===== config.mk =====
export PLATFORM = sky130hd
export DESIGN_NAME = f_npc_bp
export DESIGN_NICKNAME = d
export VERILOG_FILES = /design/src/rtl/f_npc_bp.sv
export SDC_FILE = /design/constraint.sdc
export NUM_CORES = 2
export LEC_CHECK = 0
export CORE_MARGIN = 2
export CORE_UTILIZATION = 50
export DETAILED_ROUTE_END_ITERATION = 10
export HOLD_SLACK_MARGIN = 0.12
export MAX_ROUTING_LAYER = met4
export PLACE_DENSITY = 0.68
export REMOVE_ABC_BUFFERS = 1
export SLEW_MARGIN = 20
export SYNTH_ARGS = -nofsm -noshare
export SYNTH_HDL_FRONTEND = slang
export SYNTH_SLANG_ARGS = --single-unit

===== constraint.sdc =====
create_clock -name clk -period 12 [get_ports clk]
set_input_delay 1.2 -clock clk [delete_from_list [all_inputs] [get_ports clk]]
set_output_delay 1.2 -clock clk [all_outputs]
set_load 0.01 [all_outputs]

===== src/rtl/f_npc_bp.sv =====
// f_npc_bp - fetch PC register with BTB-based next-PC prediction.
//
// Keeps the fetch PC and predicts its successor from a direct-mapped branch
// target buffer. Each BTB entry holds a 2-bit saturating direction counter.
// Control-flow outcomes from the resolve (R) stage correct mispredictions
// and train the BTB. Exception entry and eret take priority over every other
// redirect.
//
// Ports:
//   clk, reset        : clock and synchronous active-high reset
//   stall             : hold F_PC when no redirect is pending
//   req, eret, EPC    : exception entry, exception return and return address
//   R_*               : resolved instruction (valid, ctrl, PC, taken,
//                       correct next PC, next PC predicted at fetch time)
//   F_PC              : current fetch address
//   F_pred_next       : predicted successor of F_PC
//   F_pred_taken      : prediction came from a taken BTB hit
//   flush             : kill younger wrong-path instructions
//   mis_count         : saturating misprediction counter
module f_npc_bp #(
    parameter int          ENTRIES  = 16,
    parameter int          IDX_W    = $clog2(ENTRIES),
    parameter logic [31:0] RESET_PC = 32'h0000_3000,
    parameter logic [31:0] EXC_VEC  = 32'h0000_4180,
    parameter int          CNT_W    = 16
) (
    input  logic             clk,
    input  logic             reset,
    input  logic             stall,
    input  logic             req,
    input  logic             eret,
    input  logic [31:0]      EPC,
    input  logic             R_valid,
    input  logic             R_is_ctrl,
    input  logic [31:0]      R_PC,
    input  logic             R_taken,
    input  logic [31:0]      R_actual_next,
    input  logic [31:0]      R_pred_next,
    output logic [31:0]      F_PC,
    output logic [31:0]      F_pred_next,
    output logic             F_pred_taken,
    output logic             flush,
    output logic [CNT_W-1:0] mis_count
);
    localparam int TAG_W = 32 - IDX_W - 2;

    logic [ENTRIES-1:0]            vld_q;
    logic [ENTRIES-1:0][TAG_W-1:0] tag_q;
    logic [ENTRIES-1:0][31:0]      tgt_q;
    logic [ENTRIES-1:0][1:0]       ctr_q;
    logic [31:0]                   pc_q, pc_d;
    logic [CNT_W-1:0]              mis_q;

    // The low two bits of R_PC do not take part in indexing or tagging.
    logic unused_rpc_lo;
    assign unused_rpc_lo = ^R_PC[1:0];

    // Lookup on the current fetch PC. It reads the pre-write array contents.
    logic [IDX_W-1:0] f_idx;
    logic [TAG_W-1:0] f_tag;
    logic             f_hit;
    assign f_idx        = pc_q[IDX_W+1:2];
    assign f_tag        = pc_q[31:IDX_W+2];
    assign f_hit        = vld_q[f_idx] && (tag_q[f_idx] == f_tag);
    assign F_pred_taken = f_hit && ctr_q[f_idx][1];
    assign F_pred_next  = F_pred_taken ? tgt_q[f_idx] : pc_q + 32'd4;

    // Non-control instructions carry PC+4 as both prediction and outcome,
    // so they never compare unequal.
    logic mispredict;
    assign mispredict = R_valid && (R_pred_next != R_actual_next);
    assign flush      = req | eret | mispredict;

    always_comb begin
        pc_d = F_pred_next;
        if (req)             pc_d = EXC_VEC;
        else if (eret)       pc_d = EPC;
        else if (mispredict) pc_d = R_actual_next;
        else if (stall)      pc_d = pc_q;
    end

    // Training port, addressed by the resolved instruction's PC.
    logic [IDX_W-1:0] r_idx;
    logic [TAG_W-1:0] r_tag;
    logic             r_hit, train;
    assign r_idx = R_PC[IDX_W+1:2];
    assign r_tag = R_PC[31:IDX_W+2];
    assign r_hit = vld_q[r_idx] && (tag_q[r_idx] == r_tag);
    assign train = R_valid && R_is_ctrl && !req;

    always_ff @(posedge clk) begin
        if (reset) begin
            pc_q  <= RESET_PC;
            vld_q <= '0;
            for (int i = 0; i < ENTRIES; i++) ctr_q[i] <= 2'b01;
            mis_q <= '0;
        end else begin
            pc_q <= pc_d;
            if (train) begin
                if (R_taken) begin
                    tgt_q[r_idx] <= R_actual_next;
                    if (r_hit) begin
                        if (ctr_q[r_idx] != 2'b11) ctr_q[r_idx] <= ctr_q[r_idx] + 2'd1;
                    end else begin
                        // Allocate or overwrite an aliasing entry as weakly taken.
                        vld_q[r_idx] <= 1'b1;
                        tag_q[r_idx] <= r_tag;
                        ctr_q[r_idx] <= 2'b10;
                    end
                end else if (r_hit && ctr_q[r_idx] != 2'b00) begin
                    ctr_q[r_idx] <= ctr_q[r_idx] - 2'd1;
                end
            end
            if (mispredict && !req && mis_q != {CNT_W{1'b1}}) mis_q <= mis_q + 1'b1;
        end
    end

    assign F_PC      = pc_q;
    assign mis_count = mis_q;
endmodule


==> out/results.ini <==
[setup_path]
crit_path_end_kind=output port
r2r_setup_slack_ns=6.37
worstPathMaxFanout=36
critPathLaunchType=register
crit_required_ns=10.80
cp.arrival_ns=6.55
critPathKind=register to output port

[layout]
final_util=0.578
layout-drive-gt1-share=0.222
final_common_cell=edfxtp_1
area.growth.synth_to_final_pct=15.0
final_cell_mix=928 x edfxtp_1, 338 x mux4_2, 209 x clkdlybuf4s50_1
fin_nets=3076

[pwr]
p_leak_nw=16.8
pwr_density_cell_mw_per_mm2=145
ir_drop_mv=0.136
finalPower_mw=7.79

[clock_network]
cts_num_sinks=1024
cts-root-buf=clkbuf_16
cts_tree=done
htreeDepth=3
ctsHoldBuffers=0
numCtsBuffers=103
cts_resized=0
postCtsSetupRepairBufs=0
clkTransAtPathRegs_ns=0.06
cts_buffer_depth=3
insertion_delay_ns=0.72

[worst_hold_path]
hp-class=register to register

[sta]
grt_setup_unrepaired=false
tightest_slew_ns=1.16
hold_viol=0
clock_skew_ns=0.0638
min_period_ns=7.75
slew_headroom=0.204
fmax_ghz=0.129
slew_viol_final=0
finalWorstSetupSlack_ns=4.25
finalSetupViolations=0
tns_ns=0
worst_hold_slack_ns=0.487
finalCritPeriodShare=0.646

[grt]
grt_max_degree=108
antenna_found_initial=6
grt_use_total=0.308
grt_pass1_wl_um=203000
grt_pass1_vias=28578
grt_overflow=0

[die]
die_h_um=310
num_rows=112
coreArea_mm2=0.0930
ios=218
dieWidth_um=310
die-area_mm2=0.0961
start_util=0.503

[routing]
avgRoutedWirePerCell_um=33.4
dr_total_vias=28874
final_antenna_net_count=0
drcViolationCount=0
first_pass_iters=5
drtIter0Drc=3928
vias_per_cell=6.74
wl_um=143000

[placed_design]
place.gp.congestion=0.963
hpwl_um=88200
post-place-ws_ns=4.37
numPortBuffers=215

[synthesis]
yosysTopAreaCell=edfxtp_1
synth-seq-cells=1024
synth_area_leaders=edfxtp_1 60%, mux4_2 16%, dfxtp_1 4.1%
async_flop_share=0
synth_cell_types=84
yosysTopAreaCellShare=0.595
synth_edf_count=928
ys_seq_area_frac=0.637
synth-main-ff-cell=edfxtp_1
netlist_instances=2733
syn_area_mm2=0.0468
syn_area_per_cell_um2=17.1
yosysWarningCount=0

[flow_run]
maxCapViolCount=0

[status]
outcome=finished clean

## cell families after synthesis
kind of cell,count (synthesis),synth area share
compound gates,340,0.0549
simple gates,444,0.0495
xor+xnor,133,0.0249
fa+ha+maj,4,0.00107
buf+inv,246,0.0253
mux,542,0.208
flops,1024,0.637
## path summary, 6_finish.rpt
path	from	endpoint	depth (start not counted)
min reg2reg	ctr_q[19]	ctr_q[19]	2
min	ctr_q[19]	ctr_q[19]	2
max	F_PC[2]	F_pred_next[14]	12
max reg2reg	F_PC[2]	F_PC[15]	11
## cell type report
type                    instances  area, um2
diodes                          6       15.0
flip-flops and latches       1024      29800
fillers                      7022      39200
well taps                    1254       1570
clock inverters                61        679
clock buffers                 134       2730
multi-input cells            1463      16100
repair buffers                292       2740
inverters                      52        196
## state kept, by name (all words and copies together), names as in the netlist
name       flops
tag_q        416
tgt_q        512
vld_q         16
F_PC          32
mis_count     16
ctr_q         32
## stage by stage
step | area [um2] | std cells
2_1_floorplan | 45800 | 2539
3_3_place_gp | 50400 | 4085
3_5_place_dp | 50400 | 4085
4_1_cts | 53800 | 4280
5_1_grt | 53800 | 4285
6_report | 53800 | 4286
## critical path, stage by stage, from the launching register on
cell and delay (ns):
dfxtp_4 0.71, buf_4 0.69, nor2b_1 0.45, a22oi_1 0.41, a21oi_1 0.12, a2111oi_0 1.01, a31o_2 0.30, nand2_1 0.09
nor4_4 0.33, buf_4 0.61, mux2i_1 0.52, inv_1 0.09, clkdlybuf4s50_1 0.50
## power breakdown
group / internal, mW / switching (mW) / leakage [nW]
combinational: 0.263 / 0.364 / 6.05
clock: 1.82 / 1.40 / 1.67
sequential: 3.90 / 0.0341 / 9.12
## synthesized netlist by cell type (all sizes together) (11+ instances only)
| cell type | number |
|---|---|
| nand3 | 45 |
| nor2 | 112 |
| inv | 49 |
| mux2i | 162 |
| o31a | 35 |
| and3 | 14 |
| nor3 | 29 |
| o2bb2ai | 20 |
| nand2b | 34 |
| a22oi | 34 |
| nor4 | 31 |
| clkbuf | 90 |
| and2 | 11 |
| nor2b | 16 |
| nand2 | 79 |
| nand4 | 17 |
| xnor2 | 86 |
| mux2 | 41 |
| mux4 | 339 |
| buf | 104 |
| o21ai | 27 |
| xor2 | 47 |
| o311ai | 24 |
| o22ai | 18 |
| edfxtp | 928 |
| a21oi | 40 |
| a221oi | 11 |
| dfxtp | 96 |
| nor4b | 11 |
| a31oi | 41 |
## layer usage
metal  share of wire  track usage  routed length [um]
met4           0.033        0.101                4680
met1            0.38        0.406               53700
met5               0            -                   0
met3            0.11       0.0643               15400
met2            0.48        0.482               69300
Power figures use the tool's default switching activity.
